===== src/rtl/mc_fifo_mem.sv =====
// mc_fifo_mem: CH independent single-clock FIFOs sharing one RAM array.
// Each channel keeps its own AW+1 bit read and write pointers.
// The MSB of each pointer is a wrap bit, so full and empty can be told apart.
// Optional feature macro: MC_FIFO_COUNT_EN adds per-channel occupancy on O_COUNT.
module mc_fifo_mem #(
  parameter int DW = 32,
  parameter int AW = 4,
  parameter int CW = 2
) (
  input  logic                   I_CLK,
  input  logic                   I_RST_N,
  input  logic                   I_WR_EN,
  input  logic [CW-1:0]          I_WR_CH,
  input  logic [DW-1:0]          I_WR_DATA,
  input  logic                   I_RD_EN,
  input  logic [CW-1:0]          I_RD_CH,
  output logic [DW-1:0]          O_RD_DATA,
  output logic                   O_RD_VALID,
  output logic [(2**CW)-1:0]     O_FULL,
  output logic [(2**CW)-1:0]     O_EMPTY,
  output logic                   O_WR_ERR,
  output logic                   O_RD_ERR
`ifdef MC_FIFO_COUNT_EN
  ,
  output logic [(2**CW)*(AW+1)-1:0] O_COUNT
`endif
);

  localparam int CH    = 2**CW;
  localparam int DEPTH = 2**AW;
  localparam int PW    = AW + 1;

  logic [PW-1:0]    wr_ptr [CH];
  logic [PW-1:0]    rd_ptr [CH];
  logic [DW-1:0]    mem    [CH*DEPTH];

  logic [CH-1:0]    full;
  logic [CH-1:0]    empty;
  logic             wr_acc;
  logic             rd_acc;
  logic [CW+AW-1:0] wr_addr;
  logic [CW+AW-1:0] rd_addr;
  logic [PW-1:0]    wr_ptr_sel;
  logic [PW-1:0]    rd_ptr_sel;

  // Flags come straight from registered pointers, so they never see input glitches.
  always_comb begin
    full  = '0;
    empty = '0;
    for (int n = 0; n < CH; n++) begin
      empty[n] = (wr_ptr[n] == rd_ptr[n]);
      full[n]  = (wr_ptr[n][AW-1:0] == rd_ptr[n][AW-1:0]) &&
                 (wr_ptr[n][AW] != rd_ptr[n][AW]);
    end
  end

  // Accept decisions use start-of-cycle flags only; a same-cycle pop never frees room for a push.
  always_comb begin
    wr_ptr_sel = wr_ptr[I_WR_CH];
    rd_ptr_sel = rd_ptr[I_RD_CH];
    wr_acc     = I_WR_EN && !full[I_WR_CH];
    rd_acc     = I_RD_EN && !empty[I_RD_CH];
    wr_addr    = {I_WR_CH, wr_ptr_sel[AW-1:0]};
    rd_addr    = {I_RD_CH, rd_ptr_sel[AW-1:0]};
  end

  // Per-channel pointer advance; pointers wrap naturally modulo 2**(AW+1).
  always_ff @(posedge I_CLK or negedge I_RST_N) begin
    if (!I_RST_N) begin
      for (int n = 0; n < CH; n++) begin
        wr_ptr[n] <= '0;
        rd_ptr[n] <= '0;
      end
    end else begin
      for (int n = 0; n < CH; n++) begin
        if (wr_acc && (I_WR_CH == CW'(n))) wr_ptr[n] <= wr_ptr[n] + PW'(1);
        if (rd_acc && (I_RD_CH == CW'(n))) rd_ptr[n] <= rd_ptr[n] + PW'(1);
      end
    end
  end

  // Shared RAM write port; contents are deliberately left unreset.
  // Accepted push and pop can never target the same word, so no bypass is needed.
  always_ff @(posedge I_CLK) begin
    if (wr_acc) mem[wr_addr] <= I_WR_DATA;
  end

  // Registered read data, valid strobe and error pulses.
  always_ff @(posedge I_CLK or negedge I_RST_N) begin
    if (!I_RST_N) begin
      O_RD_DATA  <= '0;
      O_RD_VALID <= 1'b0;
      O_WR_ERR   <= 1'b0;
      O_RD_ERR   <= 1'b0;
    end else begin
      if (rd_acc) O_RD_DATA <= mem[rd_addr];
      O_RD_VALID <= rd_acc;
      O_WR_ERR   <= I_WR_EN && !wr_acc;
      O_RD_ERR   <= I_RD_EN && !rd_acc;
    end
  end

  assign O_FULL  = full;
  assign O_EMPTY = empty;

`ifdef MC_FIFO_COUNT_EN
  // Occupancy is the modular pointer difference, range 0..DEPTH.
  always_comb begin
    O_COUNT = '0;
    for (int n = 0; n < CH; n++) begin
      O_COUNT[n*PW +: PW] = wr_ptr[n] - rd_ptr[n];
    end
  end
`else
  // Occupancy is not exported in this build; flags alone describe each channel.
`endif

endmodule


===== config.mk =====
export PLATFORM = sky130hd
export DESIGN_NAME = mc_fifo_mem
export DESIGN_NICKNAME = d
export VERILOG_FILES = /design/src/rtl/mc_fifo_mem.sv
export SDC_FILE = /design/constraint.sdc
export NUM_CORES = 2
export LEC_CHECK = 0
export BUFFER_PORTS_ARGS = -buffer_cell sky130_fd_sc_hd__buf_2
export CAP_MARGIN = 10
export CORE_UTILIZATION = 57
export CTS_CLUSTER_DIAMETER = 30
export CTS_CLUSTER_SIZE = 14
export DETAILED_ROUTE_END_ITERATION = 8
export PLACE_DENSITY = 0.76
export SLEW_MARGIN = 5
export SYNTH_ARGS = -nofsm -noshare
export SYNTH_HDL_FRONTEND = slang
export SYNTH_SLANG_ARGS = --single-unit
export TNS_END_PERCENT = 10

===== constraint.sdc =====
create_clock -name I_CLK -period 3.7 [get_ports I_CLK]
set_input_delay 0.185 -clock I_CLK [delete_from_list [all_inputs] [get_ports I_CLK]]
set_output_delay 0.185 -clock I_CLK [all_outputs]
set_load 0.005 [all_outputs]

=== After elaboration in Yosys (flattened, before gate mapping) ===
Memory sizes are Yosys's and may differ from the RTL's. A register that Yosys moved wholly into a read port is not among the register bits.
Index checks and enable logic that the tools add are counted.

* Bits in registers: 43
* Latch bits: 0
* Bits in writable memories: 2048
* Bits in read-only memories: 0
* Output and inout port bits: 43
* Word-level logic and storage cells: 79
* Memories: 1

* Add/subtract/negate cells: 8
* Multiply operators: 0
* Divide/modulo/power cells: 0
* $lt $le $gt $ge: 4
* Equality and inequality tests: 18
* Shift-type cells: 0
* Multiplexer cells: 12
* Bitwise logic cells: 2
* Reductions and logical operators: 23

{| class="wikitable"
|+ Memory list
! name !! words !! width !! rd ports !! clocked after Yosys merged registers in !! wr ports !! line !! RTL
|-
| mem || 64 || 32 || 1 || 1 || 1 || 35 || <nowiki>logic [DW-1:0] mem [CH*DEPTH];</nowiki>
|}

{| class="wikitable"
|+ Operators with widths
! operator !! count
|-
| adder 5 x 1 -> 5 bit, second input constant || 8
|-
| binary-select mux 5 bit (select 2 bit) || 2
|-
| == test 5 bit || 4
|-
| == test 4 bit || 4
|-
| logical AND 1 bit || 16
|-
| 2-to-1 mux 4 bit || 4
|-
| == test 2 bit, second input constant || 4
|-
| greater-or-equal comparator 3 bit, second input constant || 2
|-
| < comparator 2 x 3 -> 1 bit, second input constant || 2
|-
| inverter 2 -> 3 bit || 2
|-
| zero test 1 bit || 5
|-
| binary-select mux 1 bit (select 2 bit) || 2
|-
| == test 2 x 1 -> 1 bit, second input constant || 2
|-
| zero test 2 bit || 2
|-
| 2-to-1 mux 1 bit || 4
|-
| != test 1 bit || 4
|}

=== Depth between registers and ports, before layout ===
* Depth in word-level cells: 8
* Gate-level depth with buffers: 12
* Mapped depth without buffers: 7

=== Worst setup path before layout ===
OpenSTA, ideal clock, no wires.

* Path type: register to register
* Start point: register rd_ptr[18] (netlist bit)
* End point: memory mem[56][0], enable pin
* Setup time: 0.421 ns
* Data arrival time: 3.362 ns
* Slack: -0.083 ns
* Stages on the path, launching flop included: 9
* Path buffers: 1
* Clock period less this slack: 3.783 ns
* Path through: dfrtp_1 -> clkbuf_1 -> xor2_1 -> nor4_1 -> nor2b_1 -> mux4_2 -> nor3b_1 -> nand2_1 -> nor2_1

* Cells in the longest elaborated chain, start to end: 8

{| class="wikitable"
|+ Ends and longest elaborated chain
! item !! line !! RTL
|-
| start, declared || 34 || <nowiki>logic [PW-1:0] rd_ptr [CH];</nowiki>
|-
| start signal, assigned by index || 77 || <nowiki>if (rd_acc && (I_RD_CH == CW'(n))) rd_ptr[n] <= rd_ptr[n] + PW'(1);</nowiki>
|-
| == test 4 bit || 52 || <nowiki>full[n] = (wr_ptr[n][AW-1:0] == rd_ptr[n][AW-1:0]) &&</nowiki>
|-
| logical AND 1 bit || 52 ||
|-
| via O_FULL[0] || 19 || <nowiki>output logic [(2**CW)-1:0] O_FULL,</nowiki>
|-
| binary-select mux 1 bit (select 2 bit) || 61 || <nowiki>wr_acc = I_WR_EN && !full[I_WR_CH];</nowiki>
|-
| 2-to-1 mux 1 bit (not written as such) || 61 ||
|-
| zero test 1 bit || 61 ||
|-
| logical AND 1 bit || 61 ||
|-
| 2-to-1 mux 1 bit || 85 || <nowiki>if (wr_acc) mem[wr_addr] <= I_WR_DATA;</nowiki>
|-
| 2-to-1 mux 1 bit (not written as such) || 85 ||
|-
| end, declared || 35 ||
|}

The timed path passes the listed nets, and every way through them passes these cells. The select of a mux whose other input is x is not followed.

=== Final worst setup path ===
* Start point: register rd_ptr[11] (netlist bit)
* End point: register O_RD_DATA[14], read port of mem

* Cells in the longest elaborated chain, start to end: 5

{| class="wikitable"
|+ Ends and longest elaborated chain
! item !! line !! RTL
|-
| == test 5 bit || 51 || <nowiki>empty[n] = (wr_ptr[n] == rd_ptr[n]);</nowiki>
|-
| binary-select mux 1 bit (select 2 bit) || 62 || <nowiki>rd_acc = I_RD_EN && !empty[I_RD_CH];</nowiki>
|-
| 2-to-1 mux 1 bit (not written as such) || 62 ||
|-
| zero test 1 bit || 62 ||
|-
| logical AND 1 bit || 62 ||
|-
| end, declared || 17 || <nowiki>output logic [DW-1:0] O_RD_DATA,</nowiki>
|}

Parallel ways exist; a longest one is shown, timed or not. The select of a mux whose other input is x is not followed.
A chain may end at the register's enable or synchronous reset.

==> qor.json <==
{
  "ant_nets": {"value": 0},
  "grt_pass1_wl": {"value": 364000, "unit": "um"},
  "via_count_of_the_first_global_routing_pass": {"value": 52714},
  "setup_slack_placement": {"value": -0.273, "unit": "ns"},
  "holdPathStages": {"value": 1},
  "worst-path-buf-inv": {"value": 3},
  "htree_levels": {"value": 5},
  "core": {"value": 0.146, "unit": "mm^2"},
  "min_path_type": {"value": "in2reg"},
  "drv.max_cap_violation_count": {"value": 0},
  "seq_power_share": {"value": 0.323},
  "floorplan.die.height": {"value": 385, "unit": "um"},
  "synth_top_area_cell": {"value": "sky130_fd_sc_hd__edfxtp_1"},
  "final_layout_size_suffix_gt1_frac": {"value": 0.221},
  "drt-wirelength-per-cell": {"value": 33.0, "unit": "um"},
  "yosys.area.top_type_share": {"value": 0.737},
  "floorplan.die_area": {"value": 0.148, "unit": "mm^2"},
  "synth_area_in_compound_gates": {"value": 0.0840},
  "i_o_pin_count": {"value": 83},
  "syn-instance-count": {"value": 5057},
  "post_dp_cell_area": {"value": 0.0887, "unit": "mm^2"},
  "dpl.hpwl": {"value": 141000, "unit": "um"},
  "design_power_total": {"value": 0.0869, "unit": "W"},
  "cp_capture_type": {"value": "flip-flop"},
  "synth_flop_cell": {"value": "sky130_fd_sc_hd__edfxtp_1"},
  "yosys.cell_types.count": {"value": 63},
  "postSynthRegisterBits": {"value": 2123},
  "finalWorstSetupSlack": {"value": -0.0166, "unit": "ns"},
  "fin_worst_skew": {"value": 0.0704, "unit": "ns"},
  "synth_nets": {"value": 5105},
  "cpLargestDelayFamily": {"value": "compound AO/OA/AOI/OAI gates"},
  "setup.reg_to_reg.worst_slack": {"value": -0.02, "unit": "ns"},
  "synth.avg_cell_area": {"value": 16.5, "unit": "um^2"},
  "netlist_top_cells_count": {"value": "sky130_fd_sc_hd__edfxtp_1 (2048), sky130_fd_sc_hd__nand2_1 (562), sky130_fd_sc_hd__mux2i_1 (267), sky130_fd_sc_hd__a211oi_1 (248), sky130_fd_sc_hd__nor2b_1 (243)"},
  "grt.overflow.total": {"value": 0},
  "antenna_found_initial": {"value": 19},
  "worstSkewPairLatency": {"value": 0.95, "unit": "ns"},
  "synth-simple-area-share": {"value": 0.0619},
  "place_congestion": {"value": 0.936},
  "min_from": {"value": "I_WR_DATA[7]"},
  "routed_via_density": {"value": 6.84},
  "synth.most_common_cell": {"value": "sky130_fd_sc_hd__edfxtp_1"},
  "total_of_endpoints_with_negative_setup_slack_in_the_final_report": {"value": 2},
  "final_number_of_hold_violating_endpoints": {"value": 0},
  "synth_top_family_by_area": {"value": "compound AO/OA/AOI/OAI gates"},
  "timing_worst_slew_pin_value": {"value": 1.33, "unit": "ns"},
  "crit_path_top_delay_cell": {"value": "sky130_fd_sc_hd__mux4_4"},
  "postCtsSetupRepairBufs": {"value": 0},
  "outcome": {"value": "finished with violations"},
  "p_comb_frac": {"value": 0.272},
  "chipWidth": {"value": 385, "unit": "um"},
  "arrival_time_worst_endpoint": {"value": 4.58, "unit": "ns"},
  "clock_tree.root_cell": {"value": "sky130_fd_sc_hd__clkbuf_16"},
  "finalMaxSlewViolations": {"value": 0},
  "clock_tree_from_tritoncts": {"value": "yes"},
  "area_growth_syn_to_layout": {"value": 22.5, "unit": "%"},
  "p_sw_frac": {"value": 0.326},
  "clockPowerShare": {"value": 0.404},
  "crit_required": {"value": 4.56, "unit": "ns"},
  "fin_crit": {"value": 3.72, "unit": "ns"},
  "drt_pass1_iterations": {"value": 6},
  "post_synth_xor_area_fraction": {"value": 0.00504},
  "critical_path.reg2reg.startpoint": {"value": "rd_ptr[11]"},
  "reg2regPathDepth": {"value": 9},
  "worst_ir_drop_vdd": {"value": 0.000852, "unit": "V"},
  "p_leak": {"value": 34.4, "unit": "nW"},
  "cts_max_path_buffers": {"value": 4},
  "edff_count_synth": {"value": 2048},
  "number_of_buffers_inserted_during_clock_tree_synthesis": {"value": 388},
  "finish.net_count": {"value": 5582},
  "placement_rows": {"value": 140},
  "cell_internal_pwr": {"value": 0.0586, "unit": "W"},
  "initial_utilization": {"value": 0.574},
  "timing.slew.headroom": {"value": 0.113},
  "synth_seq_area_share": {"value": 0.759},
  "finalHoldWorstSlack": {"value": 0.0899, "unit": "ns"},
  "achievable-frequency": {"value": 269, "unit": "MHz"},
  "violations_in_the_final_reports": {"value": "setup timing"},
  "post_synth_main_area_contributors": {"value": "sky130_fd_sc_hd__edfxtp_1 (74%), sky130_fd_sc_hd__mux2i_1 (3.2%), sky130_fd_sc_hd__mux4_2 (3.0%)"},
  "worst-path-max-fanout": {"value": 25},
  "netSwitchingPower": {"value": 0.0284, "unit": "W"},
  "port-buffer-count": {"value": 82},
  "vias_post_dr": {"value": 53114},
  "stdcell_area": {"value": 0.102, "unit": "mm^2"},
  "crit_path_max_incr_delay": {"value": 0.83, "unit": "ns"},
  "syn-cell-area": {"value": 0.0835, "unit": "mm^2"},
  "synth-adder-area-share": {"value": 0.00120},
  "drt_iter0_markers": {"value": 9010},
  "place.detailed.instances": {"value": 7020},
  "clock_transition_at_the_registers_of_the_reported_paths": {"value": 0.05, "unit": "ns"},
  "crit_top_cell": {"value": "sky130_fd_sc_hd__buf_4"},
  "drt_drc_violations_left": {"value": 0},
  "critPathLaunchType": {"value": "flip-flop"},
  "finalCritPeriodShare": {"value": 1.00},
  "worstPathCellList": {"value": "buf_4 > mux4_4 > and2_4 > buf_12 > buf_4 > a221o_1 > o21ai_1 > nor3_1 > a31oi_1"},
  "crit_type": {"value": "reg2reg"},
  "powerDensity": {"value": 850, "unit": "mW/mm^2"},
  "post_synthesis_async_set_or_reset_flop_share": {"value": 0.0353},
  "wire_length_reported_by_the_detailed_router": {"value": 256000, "unit": "um"},
  "track_usage": {"value": 0.345},
  "muxShareOfSynthArea": {"value": 0.0692},
  "yosys_warnings": {"value": 0},
  "largest_net_degree_at_the_start_of_global_routing": {"value": 194},
  "fin_cells": {"value": 7760},
  "hold-path-endpoint": {"value": "mem[63][7]"},
  "clock_sinks": {"value": 2123},
  "critical_path.reg2reg.endpoint": {"value": "O_RD_DATA[14]"}
}
## repair_timing
action / in CTS / in global routing
resized for setup: 10 / 13
hold buffers: 23 / 9
hold endpoints to repair: 577 / 468
pin swaps: 0 / 2
setup endpoints to repair: 9 / 10
## per-layer routing
layer,track usage,share of wire,up-vias
met5,0,0.00036,-
met4,0.168,0.052,14
met3,0.110,0.15,884
met2,0.523,0.46,4710
met1,0.455,0.34,26389
li1,-,-,21117
## worst register-to-register path, stage by stage (launching register included)
cell and delay, ns:
sky130_fd_sc_hd__dfrtp_1 0.39, sky130_fd_sc_hd__buf_4 0.16, sky130_fd_sc_hd__mux4_4 0.83, sky130_fd_sc_hd__and2_4 0.42, sky130_fd_sc_hd__buf_12 0.30, sky130_fd_sc_hd__buf_4 0.19
sky130_fd_sc_hd__a221o_1 0.34, sky130_fd_sc_hd__o21ai_1 0.60, sky130_fd_sc_hd__nor3_1 0.18, sky130_fd_sc_hd__a31oi_1 0.23
## sequential cells by signal, indices dropped and copies added (netlist names)
| signal | flops |
|---|---|
| mem | 2048 |
| O_RD_DATA | 32 |
| rd_ptr | 20 |
| wr_ptr | 20 |
| O_RD_ERR | 1 |
| O_RD_VALID | 1 |
| O_WR_ERR | 1 |
## cell type report
cell class | instances | area, um^2
antenna | 5 | 12.5
clock buffer | 444 | 10200
clock inverter | 250 | 2790
fill | 8223 | 43300
inverter | 2 | 7.51
multi-input combinational | 2589 | 19200
sequential | 2123 | 63400
tap | 1917 | 2400
timing repair buffer | 430 | 4340
## stage by stage
stage	TNS, ns	util
final	-0.0225	0.703
after floorplan	-80.04	-
after CTS	0	0.700
after global routing	-0.0133	0.703
after detailed placement	-1.22	0.609
after global placement	-0.753	0.609
## worst max-delay path by stage
stage | cells past startpoint | slack [ns] | endpoint | from
floorplan | 8 | -0.08 | mem[56][0] | rd_ptr[18]
global placement | 9 | -0.19 | O_RD_DATA[31] | I_RD_CH[0]
detailed placement | 10 | -0.27 | O_RD_DATA[31] | I_RD_CH[0]
CTS | 10 | 0.005 | O_RD_DATA[5] | rd_ptr[15]
global route | 9 | -0.01 | O_RD_DATA[6] | rd_ptr[15]
finish | 9 | -0.02 | O_RD_DATA[14] | rd_ptr[11]
## cell usage in the layout, fill, tap and decap left out, types with 57 or more instances in the layout
master,Yosys,final
sky130_fd_sc_hd__buf_12,0,94
sky130_fd_sc_hd__mux2i_1,267,266
sky130_fd_sc_hd__dfrtp_1,75,75
sky130_fd_sc_hd__clkbuf_16,0,396
sky130_fd_sc_hd__clkinvlp_4,0,57
sky130_fd_sc_hd__nor2_1,135,67
sky130_fd_sc_hd__mux4_2,110,107
sky130_fd_sc_hd__buf_2,89,81
sky130_fd_sc_hd__a31oi_1,93,93
sky130_fd_sc_hd__nor2b_1,243,241
sky130_fd_sc_hd__buf_4,41,221
sky130_fd_sc_hd__a211oi_1,248,248
sky130_fd_sc_hd__a21oi_1,115,106
sky130_fd_sc_hd__nor2_4,0,67
sky130_fd_sc_hd__edfxtp_1,2048,2048
sky130_fd_sc_hd__a22oi_1,59,59
sky130_fd_sc_hd__o21ai_0,153,147
sky130_fd_sc_hd__nand2_1,562,562
## power by group through the flow
stage / sequential, W / clock, W / combinational, W
2_1_floorplan: 0.0283 / 0 / 0.0134
3_3_place_gp: 0.0285 / 0 / 0.0218
3_5_place_dp: 0.0285 / 0 / 0.0222
4_1_cts: 0.0281 / 0.0352 / 0.0228
5_1_grt: 0.0281 / 0.0363 / 0.0245
6_report: 0.0281 / 0.0352 / 0.0237
## cells by family after synthesis
group | Yosys count
DFF | 2123
and+or+nand+nor | 1111
AOI/OAI and AO/OA | 989
muxes | 433
buffers and inverters | 345
xor gates and xnor gates | 48
adders and majority gates | 8
(Power assumes the default switching activity.)
